## config.mk

```make
export PLATFORM = sky130hd
export DESIGN_NAME = sync_fifo_flush_flat
export DESIGN_NICKNAME = d
export VERILOG_FILES = /design/src/rtl/sync_fifo_pkg.sv /design/src/rtl/sync_fifo_flush_if.sv /design/src/rtl/fifo_ram_2p.sv /design/src/rtl/sync_fifo_flush.sv /design/src/flat_wrapper.sv
export SDC_FILE = /design/constraint.sdc
export NUM_CORES = 1
export LEC_CHECK = 0
export BUFFER_PORTS_ARGS = -buffer_cell sky130_fd_sc_hd__buf_2
export CELL_PAD_IN_SITES_DETAIL_PLACEMENT = 1
export CELL_PAD_IN_SITES_GLOBAL_PLACEMENT = 1
export CORE_MARGIN = 3
export CORE_UTILIZATION = 55
export DETAILED_ROUTE_END_ITERATION = 16
export HOLD_SLACK_MARGIN = 0.08
export PLACE_DENSITY_LB_ADDON = 0.1
export SYNTH_ARGS = -nofsm -noshare
export SYNTH_HDL_FRONTEND = slang
export SYNTH_SLANG_ARGS = --single-unit
```

## constraint.sdc

```tcl
create_clock -name clk -period 21.6 [get_ports clk]
set_input_delay 3.24 -clock clk [delete_from_list [all_inputs] [get_ports clk]]
set_output_delay 3.24 -clock clk [all_outputs]
set_load 0.005 [all_outputs]
```

## src/rtl/sync_fifo_pkg.sv

```systemverilog
// sync_fifo_pkg
//   Shared definitions for the queue blocks built on the flushable sync FIFO.
//   - addr_w_f   : address width (log2 of depth) used to size pointers/count
//   - fifo_err_t : sticky error flag pair, reused by other queue blocks
package sync_fifo_pkg;

  function automatic int addr_w_f(input int depth);
    return $clog2(depth);
  endfunction

  typedef struct packed {
    logic overflow;
    logic underflow;
  } fifo_err_t;

endpackage

```

## src/rtl/sync_fifo_flush_if.sv

```systemverilog
// sync_fifo_flush_if
//   Request/status bundle between a queue producer/consumer and sync_fifo_flush.
//   Handshake: enqueue/dequeue are requests sampled at posedge clk. A request
//   is accepted only when the FIFO state before the edge allows it
//   (enqueue needs ~is_full, dequeue needs ~is_empty); there is no ready
//   back-pressure beyond those two flags, and a refused request raises the
//   matching sticky error flag. rdata updates one cycle after an accepted
//   dequeue and otherwise holds.
//   master : drives flush, enqueue, wdata, dequeue, err_clr
//   slave  : the FIFO; drives rdata, flags, count, overflow, underflow
interface sync_fifo_flush_if #(
  parameter int DATA_WIDTH  = 64,
  parameter int QUEUE_DEPTH = 16
);
  localparam int CNT_W = $clog2(QUEUE_DEPTH) + 1;

  logic                  flush;
  logic                  enqueue;
  logic [DATA_WIDTH-1:0] wdata;
  logic                  dequeue;
  logic                  err_clr;
  logic [DATA_WIDTH-1:0] rdata;
  logic                  is_full;
  logic                  is_empty;
  logic                  almost_full;
  logic                  almost_empty;
  logic [CNT_W-1:0]      count;
  logic                  overflow;
  logic                  underflow;

  modport master (
    output flush, enqueue, wdata, dequeue, err_clr,
    input  rdata, is_full, is_empty, almost_full, almost_empty, count,
           overflow, underflow
  );

  modport slave (
    input  flush, enqueue, wdata, dequeue, err_clr,
    output rdata, is_full, is_empty, almost_full, almost_empty, count,
           overflow, underflow
  );

endinterface

```

## src/rtl/fifo_ram_2p.sv

```systemverilog
// fifo_ram_2p
//   DATA_WIDTH x DEPTH register array, one write port and one synchronous
//   read port with read enable. No reset: contents and read register are
//   undefined until written.
//   clk      : clock
//   i_we     : write enable
//   i_waddr  : write address
//   i_wdata  : write data
//   i_re     : read enable; o_rdata loads mem[i_raddr] at the edge
//   i_raddr  : read address
//   o_rdata  : registered read data, holds when i_re is low
module fifo_ram_2p #(
  parameter int DATA_WIDTH = 64,
  parameter int DEPTH      = 16,
  parameter int ADDR_W     = 4
) (
  input  logic                  clk,
  input  logic                  i_we,
  input  logic [ADDR_W-1:0]     i_waddr,
  input  logic [DATA_WIDTH-1:0] i_wdata,
  input  logic                  i_re,
  input  logic [ADDR_W-1:0]     i_raddr,
  output logic [DATA_WIDTH-1:0] o_rdata
);

  logic [DATA_WIDTH-1:0] r_mem [DEPTH];
  logic [DATA_WIDTH-1:0] r_q;

  always_ff @(posedge clk) begin
    if (i_we) begin
      r_mem[i_waddr] <= i_wdata;
    end
    if (i_re) begin
      r_q <= r_mem[i_raddr];
    end
  end

  assign o_rdata = r_q;

endmodule

```

## src/rtl/sync_fifo_flush.sv

```systemverilog
// sync_fifo_flush
//   Single-clock FIFO for pipeline queues with synchronous flush, occupancy
//   count, programmable almost-full/almost-empty and sticky error flags.
//   Read data is registered and appears one cycle after an accepted dequeue.
//   clk  : clock, all logic on posedge
//   rst  : synchronous reset, active-low (outranks flush)
//   bus  : slave side of sync_fifo_flush_if
//          in : flush, enqueue, wdata, dequeue, err_clr
//          out: rdata, is_full, is_empty, almost_full, almost_empty, count,
//               overflow, underflow
module sync_fifo_flush
  import sync_fifo_pkg::*;
#(
  parameter int DATA_WIDTH  = 64,
  parameter int QUEUE_DEPTH = 16,
  parameter int AF_THRESH   = 14,
  parameter int AE_THRESH   = 2
) (
  input  logic                clk,
  input  logic                rst,
  sync_fifo_flush_if.slave    bus
);

  localparam int ADDR_W = addr_w_f(QUEUE_DEPTH);
  localparam int PTR_W  = ADDR_W + 1;
  localparam int CNT_W  = ADDR_W + 1;
  localparam logic [CNT_W-1:0] AF_LVL = CNT_W'(AF_THRESH);
  localparam logic [CNT_W-1:0] AE_LVL = CNT_W'(AE_THRESH);

  logic [PTR_W-1:0]      r_wr_ptr;
  logic [PTR_W-1:0]      r_rd_ptr;
  logic [CNT_W-1:0]      r_count;
  logic                  r_rdata_zero;
  fifo_err_t             r_err;

  logic                  w_full;
  logic                  w_empty;
  logic                  w_wr_acc;
  logic                  w_rd_acc;
  logic                  w_ovf_evt;
  logic                  w_udf_evt;
  logic [DATA_WIDTH-1:0] w_ram_q;

  // Wrap bit distinguishes full from empty when the address bits match.
  assign w_full  = (r_wr_ptr[ADDR_W-1:0] == r_rd_ptr[ADDR_W-1:0]) &&
                   (r_wr_ptr[ADDR_W] != r_rd_ptr[ADDR_W]);
  assign w_empty = (r_wr_ptr == r_rd_ptr);

  // Flush (and reset) swallow requests entirely: no access, no error event.
  assign w_wr_acc  = rst & ~bus.flush & bus.enqueue & ~w_full;
  assign w_rd_acc  = rst & ~bus.flush & bus.dequeue & ~w_empty;
  assign w_ovf_evt = rst & ~bus.flush & bus.enqueue & w_full;
  assign w_udf_evt = rst & ~bus.flush & bus.dequeue & w_empty;

  fifo_ram_2p #(
    .DATA_WIDTH (DATA_WIDTH),
    .DEPTH      (QUEUE_DEPTH),
    .ADDR_W     (ADDR_W)
  ) u_ram (
    .clk     (clk),
    .i_we    (w_wr_acc),
    .i_waddr (r_wr_ptr[ADDR_W-1:0]),
    .i_wdata (bus.wdata),
    .i_re    (w_rd_acc),
    .i_raddr (r_rd_ptr[ADDR_W-1:0]),
    .o_rdata (w_ram_q)
  );

  always_ff @(posedge clk) begin
    if (!rst) begin
      r_wr_ptr     <= '0;
      r_rd_ptr     <= '0;
      r_count      <= '0;
      r_rdata_zero <= 1'b1;
      r_err        <= '0;
    end else begin
      if (bus.flush) begin
        r_wr_ptr <= '0;
        r_rd_ptr <= '0;
        r_count  <= '0;
      end else begin
        if (w_wr_acc) r_wr_ptr <= r_wr_ptr + 1'b1;
        if (w_rd_acc) r_rd_ptr <= r_rd_ptr + 1'b1;
        case ({w_wr_acc, w_rd_acc})
          2'b10:   r_count <= r_count + 1'b1;
          2'b01:   r_count <= r_count - 1'b1;
          default: r_count <= r_count;
        endcase
      end
      // The RAM read register has no reset; this flag masks it to zero
      // until the first accepted dequeue after reset.
      if (w_rd_acc) r_rdata_zero <= 1'b0;
      // A new event in the same cycle as err_clr keeps the flag set.
      r_err.overflow  <= w_ovf_evt | (r_err.overflow  & ~bus.err_clr);
      r_err.underflow <= w_udf_evt | (r_err.underflow & ~bus.err_clr);
    end
  end

  assign bus.rdata        = r_rdata_zero ? '0 : w_ram_q;
  assign bus.is_full      = w_full;
  assign bus.is_empty     = w_empty;
  assign bus.almost_full  = (r_count >= AF_LVL);
  assign bus.almost_empty = (r_count <= AE_LVL);
  assign bus.count        = r_count;
  assign bus.overflow     = r_err.overflow;
  assign bus.underflow    = r_err.underflow;

endmodule

```

## src/flat_wrapper.sv

```systemverilog
// flat-port wrapper written by rule: the top's interface ports become plain ports
module sync_fifo_flush_flat import sync_fifo_pkg::*;
#(
  parameter int DATA_WIDTH  = 64,
  parameter int QUEUE_DEPTH = 16,
  parameter int AF_THRESH   = 14,
  parameter int AE_THRESH   = 2
)
  (clk, rst, bus_flush, bus_enqueue, bus_wdata, bus_dequeue, bus_err_clr, bus_rdata, bus_is_full, bus_is_empty, bus_almost_full, bus_almost_empty, bus_count, bus_overflow, bus_underflow);
  sync_fifo_flush_if #(.DATA_WIDTH(DATA_WIDTH), .QUEUE_DEPTH(QUEUE_DEPTH)) bus_i ();
  input  logic clk;
  input  logic rst;
  input wire logic [$bits(bus_i.flush)-1:0] bus_flush;
  input wire logic [$bits(bus_i.enqueue)-1:0] bus_enqueue;
  input wire logic [$bits(bus_i.wdata)-1:0] bus_wdata;
  input wire logic [$bits(bus_i.dequeue)-1:0] bus_dequeue;
  input wire logic [$bits(bus_i.err_clr)-1:0] bus_err_clr;
  output wire logic [$bits(bus_i.rdata)-1:0] bus_rdata;
  output wire logic [$bits(bus_i.is_full)-1:0] bus_is_full;
  output wire logic [$bits(bus_i.is_empty)-1:0] bus_is_empty;
  output wire logic [$bits(bus_i.almost_full)-1:0] bus_almost_full;
  output wire logic [$bits(bus_i.almost_empty)-1:0] bus_almost_empty;
  output wire logic [$bits(bus_i.count)-1:0] bus_count;
  output wire logic [$bits(bus_i.overflow)-1:0] bus_overflow;
  output wire logic [$bits(bus_i.underflow)-1:0] bus_underflow;
  assign bus_i.flush = bus_flush;
  assign bus_i.enqueue = bus_enqueue;
  assign bus_i.wdata = bus_wdata;
  assign bus_i.dequeue = bus_dequeue;
  assign bus_i.err_clr = bus_err_clr;
  assign bus_rdata = bus_i.rdata;
  assign bus_is_full = bus_i.is_full;
  assign bus_is_empty = bus_i.is_empty;
  assign bus_almost_full = bus_i.almost_full;
  assign bus_almost_empty = bus_i.almost_empty;
  assign bus_count = bus_i.count;
  assign bus_overflow = bus_i.overflow;
  assign bus_underflow = bus_i.underflow;
  sync_fifo_flush #(.DATA_WIDTH(DATA_WIDTH), .QUEUE_DEPTH(QUEUE_DEPTH), .AF_THRESH(AF_THRESH), .AE_THRESH(AE_THRESH)) u_core (.clk(clk), .rst(rst), .bus(bus_i));
endmodule
```

# Yosys cells after proc, flatten, opt, wreduce, memory -nomap -nowiden
# Memory sizes are Yosys's and may differ from the RTL's. A register that Yosys moved wholly into a read port is not among the register bits.
# Cells that the tools add are included.
# word_totals
mem_bits_rw	1024
ff_bits	18
n_memories	1
output_inout_bits	75
# mem_list
memory	depth	word_bits	read_ports	rd_ports_with_merged_regs	write_ports	line_no	source
u_core.u_ram.r_mem	16	64	1	1	1	fifo_ram_2p.sv:26	logic [DATA_WIDTH-1:0] r_mem [DEPTH];
# classes
n_lt_le_gt_ge	2
n_addsub	4
n_eq_ne	5
bitwise	16
mux	4
n_reduce_logical	3
# ops
cell	n
2-to-1 mux 64 bit	1
adder 5 x 1 -> 5 bit, second input constant	3
one-hot mux 5 bit (2 select lines)	1
AND 1 bit	9
== test 5 bit	1
greater-or-equal comparator 5 x 4 -> 1 bit, second input constant	1
less-or-equal comparator 5 x 2 -> 1 bit, second input constant	1
inverter 1 bit	5
subtractor 5 x 1 -> 5 bit, second input constant	1
== test 4 bit	1
== test 2 x 1 -> 1 bit, second input constant	1
== test 2 bit, second input constant	1
2-to-1 mux 1 bit	2
OR 1 bit	2
nonzero test 2 bit	1
OR reduction 2 bit	1
logical AND 1 bit	1
inequality test 1 bit	1

# Logic depth before layout (Yosys ltp)
# Gate-level depths: netlist (run 1).
# logic_depth
depth_word	6
ltp_mapped	14
mapped_depth_nobuf	12

# Modules after synthesis
# A second synthesis (run 1) with hierarchy kept.
# unflattened
hier_cells	1871
hier_area_um2	41875.2
# by_module_without_submodules
mod	cells_each	instances	area_per_inst_um2
fifo_ram_2p	1647	1	40222.3
sync_fifo_flush	224	1	1652.8

# Worst setup path after synthesis (run 1)
# Ideal clock, no wire load.
# synth_path
kind	input port to flip-flop
startpoint	input port bus_flush
endpoint	memory u_core.u_ram.r_mem[15][0] (enable)
cell_stages	3
setup_slack_ps	11247
t_arrival_ps	9709
t_required_ps	20956
cell_sequence	nand2b_1 -> clkbuf_1 -> nor4_1
# synth_via
elab_chain_len	6
# synth_lines
element	line_no	source
start: declaration	flat_wrapper.sv:13	input wire logic [$bits(bus_i.flush)-1:0] bus_flush;
inverter 1 bit	sync_fifo_flush.sv:50	assign w_wr_acc = rst & ~bus.flush & bus.enqueue & ~w_full;
AND 1 bit (3 in a row)	sync_fifo_flush.sv:50	
2-to-1 mux 1 bit	fifo_ram_2p.sv:30	if (i_we) begin
2-to-1 mux 1 bit (implied by the code)	fifo_ram_2p.sv:31	r_mem[i_waddr] <= i_wdata;
end: declaration	fifo_ram_2p.sv:26	
# Every way passes these cells.

# Final worst setup path (run 1)
# layout_path
startpoint	input port bus_flush
endpoint	register u_core.r_count[4], in the netlist u_core.bus.count[4]
# layout_via
elab_chain_len	6
# layout_lines
element	line_no	source
inverter 1 bit (*)	sync_fifo_flush.sv:51	assign w_rd_acc = rst & ~bus.flush & bus.dequeue & ~w_empty;
AND 1 bit (*) (3 in a row)	sync_fifo_flush.sv:51	
named net u_core.u_ram.i_re	fifo_ram_2p.sv:21	input logic i_re,
== test 2 x 1 -> 1 bit or == test 2 bit (tied branches)	sync_fifo_flush.sv:84	case ({w_wr_acc, w_rd_acc})
one-hot mux 5 bit (2 select lines) or nonzero test 2 bit (tied branches)	--	
end signal: assignment	sync_fifo_flush.sv:85	2'b10: r_count <= r_count + 1'b1;
end signal: assignment	sync_fifo_flush.sv:86	2'b01: r_count <= r_count - 1'b1;
end signal: assignment	sync_fifo_flush.sv:87	default: r_count <= r_count;
end: declaration	sync_fifo_flush.sv:32	logic [CNT_W-1:0] r_count;
# The timed path passes the listed nets; every way through them passes the cells marked *.
# A chain may end at the register's enable or synchronous reset.

==> results.toml, run 1 <==
[clocking]
cts_sinks = 1106
cts.reportedPaths.clkPinSlew_ns = 0.06
clockBufferDepth = 3
clockRootBuffer = "clkbuf_16"
postCtsSetupRepairBufs = 0
htreeDepth = 3
cts_made_buffers = 109
cts_hold_repair.buffers = 0
tritoncts = "yes"
clk_latency_ns = 0.66
cts_resized = 0

[layout]
multi_input_area_sq_um = 8845
synthToLayoutAreaGrowth_pct = 12.57
nNetsFinal = 2170
num-fill-cells = 6184
mostFrequentLayoutCells = "edfxtp_1 (1088), mux4_2 (256), buf_2 (144)"
drive_gt1_frac = 0.2805
fin_util = 0.6262
final_common_cell = "edfxtp_1"
regArea_sq_um = 33050
final_cells = 3215

[drt]
viasPerCell = 6.069
ant_nets = 0
drc = 0
first_pass_iters = 6
num_vias = 19510
wl_per_cell_microns = 28.43
drtIter0Drc = 1795
routed_wl_microns = 91400

[worst_setup_path]
crit_required_ns = 22.17
crit_path_end_kind = "register"
crit_fanout = 28
crit_path_start_kind = "input pin"
worstSetupPathType = "input pin to register"
cp.arrival_ns = 6.73

[worst_hold_path]
hold_class = "register to register"

[sta]
fin_ws_ns = 15.45
rsz0062_at_grt = "false"
finalHoldViolCount = 0
fmax_mhz = 162.5
slew_violations = 0
tightest_slew_ns = 1.235
max-slew-margin-rel = 0.1770
finClkSkew_ns = 0.01576
finalSetupViolations = 0
period_share = 0.2849
setup-tns-final_ns = 0
fin_crit_ns = 6.154

[synth]
avgSynthCellArea_sq_um = 22.18
ys.warnings.count = 0
ys_types = 35
yosys.area.top_type = "edfxtp_1"
synth.area.top_cells = "edfxtp_1 (77%), mux4_2 (14%), nor2b_1 (1.9%)"
synth_edf_count = 1088
synthesis.nets = 1991
ys_async_sr_fraction = 0
synthCells = 1911
syn_area_sq_um = 42390
synth_ff_type = "edfxtp_1"
yosysSeqAreaShare = 0.7792
yosysTopAreaCellShare = 0.7707
synth_seq_cells = 1106

[die]
dieArea_sq_um = 80440
core_sq_um = 76200
row_count = 101
io_pins = 145
initial_utilization = 0.5563
die_y_microns = 283.6
chipWidth_microns = 283.6

[run]
maxCapViolations = 0

[global_routing]
grt_start_max_net_pins = 132
grt_overflow = 0
grt_first_pass_wirelength_microns = 139300
antenna_found_initial = 7
grt_usage = 0.2320
first_global_vias = 21550

[power_and_ir_drop]
p_int_mw = 3.472
pwr-share-clk = 0.432
p_seq_frac = 0.549
power_switching_uw = 842.1
swShare = 0.1952
peakVddDrop_mv = 0.07347
p_leak_nw = 14.62
p_per_area_nw_per_um2 = 90.40
combPwrFrac = 0.020

[place]
place_congestion = 0.7169
dp_slack_ns = 14.77
dp.cells = 3009
place.detailed.hpwl_microns = 47410
io_buffers = 144

[run_status]
outcome = "completed"
[cells by family after synthesis]
logic type | count (synthesis) | share of synthesized area
buf+inv | 117 | 0.01488
xor+xnor | 16 | 0.003306
simple gates | 190 | 0.02586
fa+ha+maj | 10 | 0.003129
flops | 1106 | 0.7792
compound gates | 151 | 0.02226
mux | 321 | 0.1514
[cell type report]
type                            instances  share of cell area
Sequential cell                      1106              0.6926
Multi-Input combinational cell        688              0.1853
Clock buffer                          137             0.06070
Tap cell                             1030             0.02701
Timing Repair Buffer                  176             0.02066
Clock inverter                         66             0.01285
Inverter                                9           0.0007079
Antenna cell                            3           0.0001573
[worst max-delay path, stage by stage]
cell      delay, ns
buf_2          0.12
nand2b_1       0.49
nor2_4         1.03
ha_1           0.43
inv_1          0.11
fa_1           0.40
nor2b_1        0.16
o21ai_0        0.12
nor4b_1        0.17
or3_1          0.33
a21oi_1        0.13
[worst paths after layout]
check | from | to | slack, ns | cells past startpoint
worst max register to register | u_core.r_rd_ptr[0]$_SDFFE_PP0P_ | u_core.bus.count[4]$_SDFFE_PP0P_ | 17.17 | 12
worst min register to register | u_core.bus.overflow$_SDFF_PN0_ | u_core.bus.overflow$_SDFF_PN0_ | 0.50 | 2
worst min-delay path | u_core.bus.overflow$_SDFF_PN0_ | u_core.bus.overflow$_SDFF_PN0_ | 0.50 | 2
worst max-delay path | bus_flush | u_core.bus.count[4]$_SDFFE_PP0P_ | 15.45 | 11
[power by group through the flow]
stage | sequential, mW | clock, mW | combinational, mW
global route | 2.37 | 1.99 | 0.0945
finish | 2.37 | 1.86 | 0.0847
global placement | 2.41 | 0 | 0.0813
detailed placement | 2.41 | 0 | 0.0864
CTS | 2.37 | 1.90 | 0.0867
floorplan | 2.41 | 0 | 0.0428
[Yosys cell counts (all sizes together), types with 2 or more instances]
| cell type | n |
|---|---|
| xnor2 | 12 |
| inv | 9 |
| nor2b | 131 |
| nand3 | 3 |
| nor2 | 27 |
| clkbuf | 53 |
| nand4 | 4 |
| dfxtp | 18 |
| buf | 55 |
| a211oi | 66 |
| edfxtp | 1088 |
| nand3b | 2 |
| ha | 9 |
| a21boi | 3 |
| xor2 | 4 |
| nand2b | 5 |
| mux2i | 65 |
| mux4 | 256 |
| nor3 | 5 |
| nand2 | 9 |
| o21ai | 3 |
| a21oi | 75 |
| o31ai | 2 |
[through the flow]
stage	hold WS (ns)	power, mW	instance area (sq um)
2_1_floorplan	0.4699	2.454	42390
3_3_place_gp	0.4629	2.493	44200
3_5_place_dp	0.4941	2.499	44200
4_1_cts	0.5030	4.354	47710
5_1_grt	0.5124	4.452	47720
6_report	0.5018	4.314	47720
[sequential cells by signal, summed over array words and instances, names as in the netlist]
signal	count
u_core.bus.overflow	1
u_core.r_rd_ptr	5
u_core.u_ram.o_rdata	64
u_core.r_rdata_zero	1
u_core.r_wr_ptr	5
u_core.bus.count	5
u_core.bus.underflow	1
u_core.u_ram.r_mem	1024
[layer usage]
layer / GRT usage / up-vias / part of all wire
li1: - / 8311 / -
met1: 0.3152 / 10600 / 0.42
met2: 0.3987 / 454 / 0.52
met3: 0.03253 / 142 / 0.038
met4: 0.06618 / 4 / 0.024
met5: 0 / - / 0.00025
Note: power is estimated with default switching activity, not from simulation.
==> inputs of run 2 (changes only) <==
==> constraint.sdc (replaced) <==
create_clock -name clk -period 6.3 [get_ports clk]
set_input_delay 0.945 -clock clk [delete_from_list [all_inputs] [get_ports clk]]
set_output_delay 0.945 -clock clk [all_outputs]
set_load 0.005 [all_outputs]
==> results.toml, run 2 (synthesized netlist as in run 1, its figures left out) <==
[layout]
synthToLayoutAreaGrowth_pct = 13.16
mostFrequentLayoutCells = "edfxtp_1 (1088), mux4_2 (256), buf_2 (144)"
top_register = "u_core.u_ram.r_mem"
largest_reg_flops = 1024
nNetsFinal = 2179
final_cells = 3225
drive_gt1_frac = 0.2850
final_common_cell = "edfxtp_1"

[worst_hold_path]
hold_start = "u_core.bus.underflow$_SDFF_PN0_"
hold_class = "register to register"

[worst_setup_path]
worstSetupStartpoint = "u_core.r_rd_ptr[2]$_SDFFE_PP0P_"
worstSetupPathType = "register to register"
crit_path_max_incr_delay_ns = 0.95
crit_fanout = 53
r2r-start = "u_core.r_rd_ptr[2]$_SDFFE_PP0P_"
crit_path_start_kind = "register"
cp_slowest_cell = "dfxtp_4"
path_delay_family = "simple AND/OR/NAND/NOR gates"
crit_path_end_kind = "register"
crit_required_ns = 6.62
cp_cell_sequence = "xnor2_1, and4_1, a21oi_2, nand2_1, nor2_4, buf_4"
cp.arrival_ns = 4.18
cp_num_buf_inv = 1

[clocking]
clockBufferDepth = 3
clk_latency_ns = 0.66
cts_sinks = 1106
postCtsSetupRepairBufs = 0
htreeDepth = 3
cts.reportedPaths.clkPinSlew_ns = 0.07
cts_hold_repair.buffers = 0
tritoncts = "yes"
cts_made_buffers = 109
cts_resized = 0
clockRootBuffer = "clkbuf_16"

[global_routing]
grt_first_pass_wirelength_microns = 142200
grt_usage = 0.2385
antenna_found_initial = 6
first_global_vias = 21580
grt_start_max_net_pins = 154
grt_overflow = 0

[drt]
viasPerCell = 6.109
first_pass_iters = 5
drc = 0
routed_wl_microns = 94180
drtIter0Drc = 1783
wl_per_cell_microns = 29.20
ant_nets = 0
num_vias = 19700

[place]
place.detailed.hpwl_microns = 50930
dp.cells = 3018
io_buffers = 144
place_congestion = 0.7683
dp_slack_ns = 2.503

[die]
dieArea_sq_um = 80440
io_pins = 145
row_count = 101
core_sq_um = 76200
chipWidth_microns = 283.6
die_y_microns = 283.6
initial_utilization = 0.5563

[sta]
max-slew-margin-rel = 0.2402
fin_ws_ns = 2.441
tightest_slew_ns = 1.137
slew_violations = 0
finClkSkew_ns = 0.01637
finalHoldViolCount = 0
finalSetupViolations = 0
fmax_mhz = 259.2
period_share = 0.6125
rsz0062_at_grt = "false"
fin_crit_ns = 3.859

[run]
maxCapViolations = 0

[run_status]
outcome = "completed"

[power_and_ir_drop]
p_per_area_nw_per_um2 = 310.0
peakVddDrop_mv = 0.3446
p_leak_nw = 14.69
total_power_mw = 14.87
run 2: layer usage:
layer	GRT usage	vias to the layer above	part of all wire
met5	0	-	0
met4	0.05804	0	0.021
met3	0.03639	128	0.045
met2	0.4083	526	0.52
met1	0.3281	10720	0.42
li1	-	8325	-
run 2: final cells by class:
class	instances	area [sq um]
sequential	1106	33050
timing repair buffer	185	1141
tap	1030	1289
multi-input combinational	688	8860
antenna	2	5.005
inverter	9	33.78
clock buffer	129	2867
clock inverter	76	723.2
fill	6198	28230
run 2: final timing paths:
check                                             end  slack [ns]  depth (start not counted)
setup / recovery  u_core.u_ram.r_mem[8][12]$_DFFE_PP_        2.44                          6
hold reg to reg       u_core.bus.underflow$_SDFF_PN0_        0.51                          2
setup reg to reg  u_core.u_ram.r_mem[8][12]$_DFFE_PP_        2.44                          6
hold / removal        u_core.bus.underflow$_SDFF_PN0_        0.51                          2
run 2: stage by stage:
| stage | TNS [ns] | hold slack (ns) | utilization | area [sq um] |
|---|---|---|---|---|
| detailed placement | 0 | 0.4923 | 0.5823 | 44370 |
| CTS | 0 | 0.4707 | 0.6294 | 47960 |
| global placement | 0 | 0.4631 | 0.5823 | 44370 |
| global route | 0 | 0.5031 | 0.6295 | 47970 |
| floorplan | -21.21 | 0.4699 | - | 42400 |
| finish | 0 | 0.5069 | 0.6295 | 47970 |
run 2: tightest hold or removal path, delay by kind of cell, from the launching register on:
family / cells / cell delay (ns)
DFF: 1 / 0.32
and+or+nand+nor: 1 / 0.07
AOI/OAI and AO/OA: 1 / 0.07
run 2: where the power goes:
part	switching [mW]	internal, mW	total (mW)
combinational	0.193	0.107	0.300
clock	2.68	3.78	6.46
sequential	0.0131	8.10	8.11
==> inputs of run 3 (changes only) <==
==> constraint.sdc (replaced) <==
create_clock -name clk -period 3.7 [get_ports clk]
set_input_delay 0.555 -clock clk [delete_from_list [all_inputs] [get_ports clk]]
set_output_delay 0.555 -clock clk [all_outputs]
set_load 0.005 [all_outputs]
==> results.toml, run 3 (synthesized netlist as in run 1, its figures left out) <==
[drt]
ant_nets = 0
met3_length_microns = 4820
routed-wl-met2_microns = 49280
num_vias = 19730
m1WireLength_microns = 39350
routed_wl_microns = 94910
drtIter0Drc = 1955
first_pass_iters = 5
viasPerCell = 6.102
dr.max_layer_used = "met5"
wl_per_cell_microns = 29.36
drc = 0

[sta]
finClkSkew_ns = 0.01713
slew_violations = 0
setup-tns-final_ns = 0
fin_crit_ns = 3.390
whs_ns = 0.1414
fmax_mhz = 295.0
finalSetupViolations = 0
period_share = 0.9162
rsz0062_at_grt = "false"
tightest_slew_ns = 1.104
finalHoldViolCount = 0
max-slew-margin-rel = 0.2643

[clocking]
cts_hold_repair.buffers = 0
postCtsSetupRepairBufs = 0
cts_resized = 0
clk_latency_ns = 0.67
cts.reportedPaths.clkPinSlew_ns = 0.06
cts_sinks = 1106
clockRootBuffer = "clkbuf_16"
htreeDepth = 3
clockBufferDepth = 3
tritoncts = "yes"
cts_made_buffers = 109

[power_and_ir_drop]
peakVddDrop_mv = 0.4668
power_switching_mw = 4.944
p_int_mw = 20.38
pwr-share-clk = 0.435
swShare = 0.1953
combPwrFrac = 0.020
p_seq_frac = 0.545
p_leak_nw = 14.79
p_per_area_nw_per_um2 = 524.3

[worst_setup_path]
cp_slowest_cell = "dfxtp_1"
path_delay_family = "simple AND/OR/NAND/NOR gates"
cp_cell_sequence = "xnor2_1, and4_1, a21oi_2, inv_1, ha_4, ha_1, nor2b_1, o21ai_0, nor4b_1, o21ai_0, a21oi_1"
cp.arrival_ns = 3.98
crit_path_start_kind = "register"
cpMostUsedCell = "o21ai_0"
crit_required_ns = 4.29
crit_fanout = 9
crit_path_max_incr_delay_ns = 0.69
crit_path_end_kind = "register"
reg2regPathDepth = 11
cp_num_buf_inv = 1
worstSetupPathType = "register to register"
worst_r2r_endpoint = "u_core.bus.count[4]$_SDFFE_PP0P_"
rrSetupSlack_ns = 0.31
r2r-start = "u_core.r_wr_ptr[3]$_SDFFE_PP0P_"

[layout]
final_cells = 3233
multi_input_area_sq_um = 8899
synthToLayoutAreaGrowth_pct = 13.92
mostFrequentLayoutCells = "edfxtp_1 (1088), mux4_2 (256), buf_2 (144)"
regArea_sq_um = 33050
fin_util = 0.6337
final_common_cell = "edfxtp_1"
top_register = "u_core.u_ram.r_mem"
drive_gt1_frac = 0.2898
largest_reg_flops = 1024
nNetsFinal = 2187
num-fill-cells = 6178

[place]
place_congestion = 0.7199
place.detailed.hpwl_microns = 48740
dp.cells = 3026
io_buffers = 144

[run]
maxCapViolations = 0

[worst_hold_path]
hold_end = "u_core.r_rdata_zero$_SDFFE_PN1P_"
whs_path_depth = 2
hold_class = "input pin to register"
hold_start = "rst"

[die]
dieArea_sq_um = 80440
chipWidth_microns = 283.6
core_sq_um = 76200
io_pins = 145
initial_utilization = 0.5563
die_y_microns = 283.6
row_count = 101

[global_routing]
first_global_vias = 21560
grt_usage = 0.2410
antenna_found_initial = 11
grt_first_pass_wirelength_microns = 143300
grt_overflow = 0
grt_start_max_net_pins = 113

[run_status]
outcome = "completed"
## run 3: cell count changes in the layout (fill, tap and decap cells not counted), moves of 2 or more
cell	before	now
buf_12	9	28
buf_4	32	21
clkinv_1	27	23
clkinv_2	21	27
clkinv_4	1	3
clkinvlp_4	10	3
diode_2	2	5
nor3_2	3	0
nor3_4	1	4
## run 3: power groups by stage
stage               registers [mW]  logic [mW]  clock network, mW
floorplan                     14.1       0.252                  0
global placement              14.1       0.488                  0
detailed placement            14.1       0.518                  0
CTS                           13.8       0.521               11.2
global route                  13.8       0.567               11.8
finish                        13.8       0.510               11.0
## run 3: worst max path at each step
| stage | start | end | cells past startpoint | slack [ns] |
|---|---|---|---|---|
| 6_report | u_core.r_wr_ptr[3]$_SDFFE_PP0P_ | u_core.bus.count[4]$_SDFFE_PP0P_ | 11 | 0.31 |
| 5_1_grt | u_core.r_wr_ptr[3]$_SDFFE_PP0P_ | u_core.bus.count[4]$_SDFFE_PP0P_ | 11 | 0.04 |
| 4_1_cts | u_core.r_wr_ptr[2]$_SDFFE_PP0P_ | u_core.bus.count[4]$_SDFFE_PP0P_ | 11 | 0.36 |
| 3_5_place_dp | u_core.r_wr_ptr[2]$_SDFFE_PP0P_ | u_core.bus.count[4]$_SDFFE_PP0P_ | 11 | 0.44 |
| 3_3_place_gp | u_core.r_wr_ptr[2]$_SDFFE_PP0P_ | u_core.bus.count[4]$_SDFFE_PP0P_ | 11 | 0.61 |
| 2_1_floorplan | u_core.r_wr_ptr[2]$_SDFFE_PP0P_ | u_core.u_ram.r_mem[10][0]$_DFFE_PP_ | 7 | -0.83 |
## run 3: per-layer routing
metal,track usage,vias up
met1,0.3342,10700
met5,0,-
met4,0.05636,4
li1,-,8351
met3,0.03550,116
met2,0.4117,562
## run 3: layout make-up
type / count / area share
Multi-Input combinational cell: 688 / 0.1843
Clock buffer: 130 / 0.05988
Clock inverter: 72 / 0.01402
Timing Repair Buffer: 193 / 0.02980
Antenna cell: 5 / 0.0002591
Inverter: 9 / 0.0006995
Sequential cell: 1106 / 0.6844
Tap cell: 1030 / 0.02669
## run 3: worst reg2reg max path, cell delays in order (launching register included)
cell and delay, ns:
dfxtp_1 0.69, xnor2_1 0.19, and4_1 0.32, a21oi_2 0.31, inv_1 0.13, ha_4 0.20
ha_1 0.33, nor2b_1 0.18, o21ai_0 0.23, nor4b_1 0.41, o21ai_0 0.18, a21oi_1 0.16
## run 3: through the flow
| stage | setup slack [ns] | instance area [sq um] | total power [mW] |
|---|---|---|---|
| floorplan | -0.8328 | 42490 | 14.32 |
| global placement | 0.6088 | 44710 | 14.56 |
| detailed placement | 0.4424 | 44710 | 14.59 |
| CTS | 0.3568 | 48280 | 25.55 |
| global route | 0.03940 | 48280 | 26.15 |
| finish | 0.3099 | 48290 | 25.32 |
